`src/rtl/alu_defs.sv`:
```
// Shared definitions for the lab ALU datapath.
// Holds the sequential multiplier FSM state encoding and the default operand width.
package alu_defs;

  localparam int unsigned WIDTH_DEF = 16;

  typedef enum logic [1:0] {
    ST_IDLE = 2'd0,
    ST_RUN  = 2'd1,
    ST_DONE = 2'd2
  } state_e;

endpackage

```
`src/rtl/seq_mult_16bit_if.sv`:
```
// Request/result bundle for the sequential multiplier.
// Ports:
//   start  : request, sampled only when the multiplier is idle
//   A, B   : multiplicand / multiplier, captured on an accepted start
//   busy   : high while an operation is running or completing
//   done   : one-cycle completion pulse
//   P_lo   : registered product bits [WIDTH-1:0]
//   P_hi   : registered product bits [2*WIDTH-1:WIDTH]
//   zero   : registered, high when the full product is 0
interface seq_mult_16bit_if #(
  parameter int unsigned WIDTH = alu_defs::WIDTH_DEF
);

  logic             start;
  logic [WIDTH-1:0] A;
  logic [WIDTH-1:0] B;
  logic             busy;
  logic             done;
  logic [WIDTH-1:0] P_lo;
  logic [WIDTH-1:0] P_hi;
  logic             zero;

  modport master (
    output start, A, B,
    input  busy, done, P_lo, P_hi, zero
  );

  modport slave (
    input  start, A, B,
    output busy, done, P_lo, P_hi, zero
  );

endinterface

```
`src/rtl/seq_mult_ctrl.sv`:
```
// Sequencer for the shift-add multiplier: FSM plus iteration counter.
// Ports:
//   clk, rst     : clock, synchronous active-high reset
//   start_i      : request, honoured only in IDLE
//   load_c_o     : combinational strobe, capture operands this edge
//   step_c_o     : combinational strobe, perform one shift-add iteration
//   finish_c_o   : combinational strobe, last iteration; latch the product
//   busy_o       : registered, high in RUN and DONE
//   done_o       : registered, high for the single DONE cycle
module seq_mult_ctrl
  import alu_defs::*;
#(
  parameter int unsigned WIDTH = WIDTH_DEF
) (
  input  logic clk,
  input  logic rst,
  input  logic start_i,
  output logic load_c_o,
  output logic step_c_o,
  output logic finish_c_o,
  output logic busy_o,
  output logic done_o
);

  localparam int unsigned CW = $clog2(WIDTH + 1);

  state_e          state_q, state_d;
  logic [CW-1:0]   count_q, count_d;
  logic            busy_q, busy_d;
  logic            done_q, done_d;

  // State, counter and status flags
  always_ff @(posedge clk) begin
    if (rst) begin
      state_q <= ST_IDLE;
      count_q <= '0;
      busy_q  <= 1'b0;
      done_q  <= 1'b0;
    end else begin
      state_q <= state_d;
      count_q <= count_d;
      busy_q  <= busy_d;
      done_q  <= done_d;
    end
  end

  // Next state, counter update and datapath strobes
  always_comb begin
    state_d    = state_q;
    count_d    = count_q;
    load_c_o   = 1'b0;
    step_c_o   = 1'b0;
    finish_c_o = 1'b0;
    case (state_q)
      ST_IDLE: begin
        if (start_i) begin
          load_c_o = 1'b1;
          count_d  = CW'(WIDTH);
          state_d  = ST_RUN;
        end
      end
      ST_RUN: begin
        step_c_o = 1'b1;
        count_d  = count_q - CW'(1);
        // count==1 means this edge performs the final iteration
        if (count_q == CW'(1)) begin
          finish_c_o = 1'b1;
          state_d    = ST_DONE;
        end
      end
      ST_DONE: begin
        state_d = ST_IDLE;
      end
      default: begin
        state_d = ST_IDLE;
      end
    endcase
    // Flags are decodes of the next state, so they register alongside it
    busy_d = (state_d != ST_IDLE);
    done_d = (state_d == ST_DONE);
  end

  assign busy_o = busy_q;
  assign done_o = done_q;

endmodule

```
`src/rtl/seq_mult_16bit.sv`:
```
// Multi-cycle unsigned shift-add multiplier (WIDTH x WIDTH -> 2*WIDTH).
// Ports:
//   clk, rst : clock, synchronous active-high reset
//   bus      : slave side of seq_mult_16bit_if (start/A/B in; busy/done/P_lo/P_hi/zero out)
// The product halves are held in registers and only change when an operation
// completes or on reset, so downstream muxing sees stable operands.
module seq_mult_16bit
  import alu_defs::*;
#(
  parameter int unsigned WIDTH = WIDTH_DEF
) (
  input  logic            clk,
  input  logic            rst,
  seq_mult_16bit_if.slave bus
);

  logic             load_c, step_c, finish_c;
  logic             busy, done;

  logic [WIDTH:0]   acc_q, acc_d;
  logic [WIDTH-1:0] mcand_q, mcand_d;
  logic [WIDTH-1:0] mplier_q, mplier_d;
  logic [WIDTH-1:0] p_lo_q, p_lo_d;
  logic [WIDTH-1:0] p_hi_q, p_hi_d;
  logic             zero_q, zero_d;
  logic [WIDTH:0]   sum_c;

  seq_mult_ctrl #(.WIDTH(WIDTH)) u_ctrl (
    .clk        (clk),
    .rst        (rst),
    .start_i    (bus.start),
    .load_c_o   (load_c),
    .step_c_o   (step_c),
    .finish_c_o (finish_c),
    .busy_o     (busy),
    .done_o     (done)
  );

  // Datapath registers
  always_ff @(posedge clk) begin
    if (rst) begin
      acc_q    <= '0;
      mcand_q  <= '0;
      mplier_q <= '0;
      p_lo_q   <= '0;
      p_hi_q   <= '0;
      zero_q   <= 1'b1;
    end else begin
      acc_q    <= acc_d;
      mcand_q  <= mcand_d;
      mplier_q <= mplier_d;
      p_lo_q   <= p_lo_d;
      p_hi_q   <= p_hi_d;
      zero_q   <= zero_d;
    end
  end

  // Shift-add iteration and result capture
  always_comb begin
    acc_d    = acc_q;
    mcand_d  = mcand_q;
    mplier_d = mplier_q;
    p_lo_d   = p_lo_q;
    p_hi_d   = p_hi_q;
    zero_d   = zero_q;
    // acc carries one extra bit so the add's carry-out is never lost
    sum_c    = mplier_q[0] ? (acc_q + {1'b0, mcand_q}) : acc_q;
    if (load_c) begin
      mcand_d  = bus.A;
      mplier_d = bus.B;
      acc_d    = '0;
    end else if (step_c) begin
      // {sum, mplier} >> 1: low product bits shift into the multiplier register
      acc_d    = {1'b0, sum_c[WIDTH:1]};
      mplier_d = {sum_c[0], mplier_q[WIDTH-1:1]};
    end
    if (finish_c) begin
      p_hi_d = acc_d[WIDTH-1:0];
      p_lo_d = mplier_d;
      zero_d = ({acc_d[WIDTH-1:0], mplier_d} == '0);
    end
  end

  assign bus.busy = busy;
  assign bus.done = done;
  assign bus.P_lo = p_lo_q;
  assign bus.P_hi = p_hi_q;
  assign bus.zero = zero_q;

endmodule

```
`src/flat_wrapper.sv`:
```
// flat-port wrapper written by rule: the top's interface ports become plain ports
module seq_mult_16bit_flat import alu_defs::*;
#(
  parameter int unsigned WIDTH = WIDTH_DEF
)
  (clk, rst, bus_start, bus_A, bus_B, bus_busy, bus_done, bus_P_lo, bus_P_hi, bus_zero);
  seq_mult_16bit_if #(.WIDTH(WIDTH)) bus_i ();
  input  logic clk;
  input  logic rst;
  input wire logic [$bits(bus_i.start)-1:0] bus_start;
  input wire logic [$bits(bus_i.A)-1:0] bus_A;
  input wire logic [$bits(bus_i.B)-1:0] bus_B;
  output wire logic [$bits(bus_i.busy)-1:0] bus_busy;
  output wire logic [$bits(bus_i.done)-1:0] bus_done;
  output wire logic [$bits(bus_i.P_lo)-1:0] bus_P_lo;
  output wire logic [$bits(bus_i.P_hi)-1:0] bus_P_hi;
  output wire logic [$bits(bus_i.zero)-1:0] bus_zero;
  assign bus_i.start = bus_start;
  assign bus_i.A = bus_A;
  assign bus_i.B = bus_B;
  assign bus_busy = bus_i.busy;
  assign bus_done = bus_i.done;
  assign bus_P_lo = bus_i.P_lo;
  assign bus_P_hi = bus_i.P_hi;
  assign bus_zero = bus_i.zero;
  seq_mult_16bit #(.WIDTH(WIDTH)) u_core (.clk(clk), .rst(rst), .bus(bus_i));
endmodule
```
`config.mk`:
```
export PLATFORM = sky130hd
export DESIGN_NAME = seq_mult_16bit_flat
export DESIGN_NICKNAME = d
export VERILOG_FILES = /design/src/rtl/alu_defs.sv /design/src/rtl/seq_mult_16bit_if.sv /design/src/rtl/seq_mult_ctrl.sv /design/src/rtl/seq_mult_16bit.sv /design/src/flat_wrapper.sv
export SDC_FILE = /design/constraint.sdc
export NUM_CORES = 1
export LEC_CHECK = 0
export BUFFER_PORTS_ARGS = -buffer_cell sky130_fd_sc_hd__buf_2
export CAP_MARGIN = 10
export CELL_PAD_IN_SITES_DETAIL_PLACEMENT = 1
export CELL_PAD_IN_SITES_GLOBAL_PLACEMENT = 1
export CORE_UTILIZATION = 39
export DETAILED_ROUTE_END_ITERATION = 7
export GPL_ROUTABILITY_DRIVEN = 0
export PLACE_DENSITY = 0.87
export SLEW_MARGIN = 20
export SYNTH_ARGS = -nofsm -noshare
export SYNTH_HDL_FRONTEND = slang
export SYNTH_HIERARCHICAL = 1
export SYNTH_SLANG_ARGS = --single-unit
```
`constraint.sdc`:
```
create_clock -name clk -period 2.6 [get_ports clk]
set_clock_uncertainty 0.15 [all_clocks]
set_input_delay 0.13 -clock clk [delete_from_list [all_inputs] [get_ports clk]]
set_output_delay 0.13 -clock clk [all_outputs]
set_load 0.02 [all_outputs]
```
==> metrics <==
Synth Register Bits=90; largest net degree at the start of global routing=just under 50; Setup Viol. Count Final=22; IO buf count=just under 70; CTS sink cnt=90; CP Launch Type=flop; worst hold-check path type=input port to flop; achievable frequency=roughly 0.34 GHz; die footprint=approximately 0.012 mm2; Max-Cap Viols=0; Setup crit end kind=flop; DP Area=~0.0057 mm2; Int Pwr=roughly 2.7 mW; DRC=0; Initial Util=approximately 40%; final worst slack=-0.3707 ns; Critical Path Fanout Max=5; initial antenna violation count=0; Core Box Area=roughly 0.011 mm2; worst path arrival time=between 3 and 4 ns; Yosys cell types=between 60 and 70; grt total ovfl=0; synthesized instance count=529; cell area after layout=0.006741 mm2; syn_nets=just under 600; Worst Path Required=approximately 2.7 ns; Iter 0 DRT Violations=between 500 and 600; YS warnings=6; worst slew pin tran=0.5867 ns; Worst setup endpoint=u_core/bus.P_hi[13]; Post-DP HPWL=about 11000 um; met1 GRT Util=between 30% and 40%; row count=39; count of final max-slew check failures=0; post-DR wirelength/cell=28.82 um; Inserted Clock Buffers=9; ANT cells=0; violated checks=negative setup slack; clock root cell=clkbuf_16; Die Wd=approximately 110 um; Comb power frac=approximately a quarter; Fill cells=1280; CP Class=flop to flop; setup slack, reg-to-reg=-0.37 ns; LEAKAGE=2.876 nW; Layout area overhead=45.94%; Cell Area, Synth=0.004619 mm2; asr flop ratio synth=0%; clock transition at the registers of the reported paths=about 0.070 ns; clk_lat worst skew=about 0.37 ns; Max Root-Sink Buffers=2; Slew headroom=~60%; vias in the first global route=about 5300; status=finished with violations; final worst path period share=114.3%; met3 usage=under 10%; Initial DRT Pass Iterations=7; Mean Syn Cell Area=between 8 and 9 um2; EDFF count, synth=0; layout cells sized above 1=38.29%; first-pass GRT wire length=31170 um; H-Tree Level Count=3; reg-to-reg endpoint=u_core/bus.P_hi[13]; final hold viol count=0; RSZ-0062 raised after global routing=yes; RR Startpoint=u_core/acc_q[0]; Total Wirelength=between 20000 and 25000 um; number of nets with antenna violations after routing=0; chip height=~110 um; detailed-route via count=5371; final worst path period need=a little under 3 ns; final design utilization=roughly 59%; net switching power=around 1.2 mW; GR Util All Layers=between 30% and 40%; Area contributors post-synth=dfxtp_1 (39%), mux2i_1 (11%), nor2_1 (8.5%), ha_1 (4.9%), a21oi_1 (4.4%); io pins=70; sequential fraction of the synthesis area=just under 40%; top-area cell type share of the netlist area=approximately 40%; met2 GRT Util=a little under three fifths; final net count=750; Setup TNS Final=-2.128 ns; grt peak-use layer=met2; Vias/cell=6.371; PD cells=roughly 600 mW/mm2; CTS tree=yes; Seq pwr share=38.3%; clock power share=a little under two fifths; Critical path origin=u_core/acc_q[0]; worst vdd ir=approximately 0.57 mV; Top FF cell, synth=dfxtp_1; cell taking the most area after synthesis=dfxtp_1; sw frac=30.44%; worst reg2reg path depth=12
-- power by group through the flow --
| stage | logic (mW) | clock network [mW] | registers (mW) |
|---|---|---|---|
| after CTS | 0.731 | 1.47 | 1.50 |
| after global routing | 0.948 | 1.58 | 1.51 |
| final | 0.924 | 1.51 | 1.51 |
| after detailed placement | 0.656 | 0 | 1.52 |
| after global placement | 0.612 | 0 | 1.52 |
| after floorplan | 0.372 | 0 | 1.52 |
-- synthesized netlist by cell type (2+ instances only) --
master,count
and3_1,2
o21a_1,4
o21ai_1,4
buf_1,3
nand2b_1,13
nor3b_2,2
o21ai_0,12
dfxtp_1,90
nor2b_1,12
mux2_1,2
a21oi_1,41
o211ai_1,8
nor4_1,3
o21bai_1,2
and2_1,2
a21o_1,2
nand4_1,7
o31ai_1,3
or3_1,3
and2b_1,2
buf_2,7
nor3b_1,3
mux2i_1,49
a211oi_1,11
mux2_2,15
xnor2_1,2
inv_1,15
a32oi_1,2
o22ai_1,2
nand3_1,8
nand2_1,15
clkbuf_1,18
nor2_1,104
xor2_1,2
nor3_1,10
ha_1,18
-- cell families (layout without fill, tap and decap cells) --
logic type / count (synthesis) / after routing / share of synthesized area [%]
AND/OR/NAND/NOR: 195 / 195 / 20.45
XOR/XNOR: 4 / 4 / 0.7585
buffers and inverters: 47 / 218 / 4.198
AO/OA/AOI/OAI: 107 / 107 / 15.20
multiplexers: 67 / 67 / 15.09
adder cells (fa/ha/maj): 19 / 19 / 5.309
flip-flops: 90 / 90 / 39.00
-- state kept, by name, indices dropped and copies added (netlist names) --
register               flops
u_core/acc_q              16
u_core/bus.P_hi           16
u_core/bus.P_lo           16
u_core/mcand_q            16
u_core/mplier_q           16
u_core/u_ctrl/count_q      5
u_core/u_ctrl/state_q      2
u_core/bus.zero            1
u_core/u_ctrl/busy_o       1
u_core/u_ctrl/done_o       1
-- worst min path at each step --
stage                         start  cells after the start  slack [ns]                  to
final                           rst                      2        0.01   u_core/mcand_q[2]
after global routing            rst                      2        0.02   u_core/mcand_q[5]
after CTS                       rst                      2       0.009   u_core/mcand_q[8]
after detailed placement   bus_A[8]                      3        0.23   u_core/mcand_q[8]
after global placement    bus_A[13]                      3        0.22  u_core/mcand_q[13]
after floorplan            bus_A[0]                      2        0.13   u_core/mcand_q[0]
-- repair_timing --
action	in CTS	in global routing
gates resized for setup	40	52
endpoints found under the setup margin	12	18
setup buffers	4	17
hold endpoints to repair	18	0
hold buffers	18	0
pin swaps	17	24
gates cloned	0	1
-- routing by layer --
metal / up-vias / part of all wire, %
li1: 2203 / -
met5: - / 0
met2: 438 / 47
met4: 0 / 7.3
met1: 2579 / 37
met3: 151 / 9.0
-- through the flow --
step	total power, mW	instances	hold WS (ns)	setup WS, ns
final	3.947	843	0.01314	-0.3707
after global routing	4.040	843	0.02097	-0.4053
after CTS	3.695	826	0.008799	-0.04890
after detailed placement	2.180	789	0.2280	-0.4286
after global placement	2.130	789	0.2195	-0.1631
after floorplan	1.892	529	0.1272	0.0004101
-- cell type report --
type / count / area [um2] / area share, %
sequential: 90 / 1812 / 26.87
clock inverter: 2 / 60.06 / 0.8909
multi-input combinational: 392 / 2984 / 44.26
clock buffer: 13 / 260.3 / 3.860
inverter: 17 / 71.32 / 1.058
timing repair buffer: 186 / 1375 / 20.40
tap: 143 / 178.9 / 2.654
-- layout by cell type (no fill, tap or decap), types with 12 or more instances in the layout --
master	count
nand2b_1	12
mux2i_1	36
dlygate4sd3_1	18
a21oi_1	37
dfxtp_1	84
inv_1	14
ha_1	15
buf_2	69
nor2_1	102
mux2_2	14
nand2_1	15
buf_4	86
-- worst max-delay path: stages (launching register included) --
cell and delay [ns]:
dfxtp_4 0.37, ha_4 0.15, inv_2 0.05, fa_2 0.36, nand2b_4 0.17, a21oi_4 0.30
o21ai_4 0.11, o31ai_4 0.32, mux2i_1 0.16, o21a_1 0.22, buf_4 0.15, mux2i_1 0.22
nor2_1 0.09
Power figures use the tool's default switching activity.
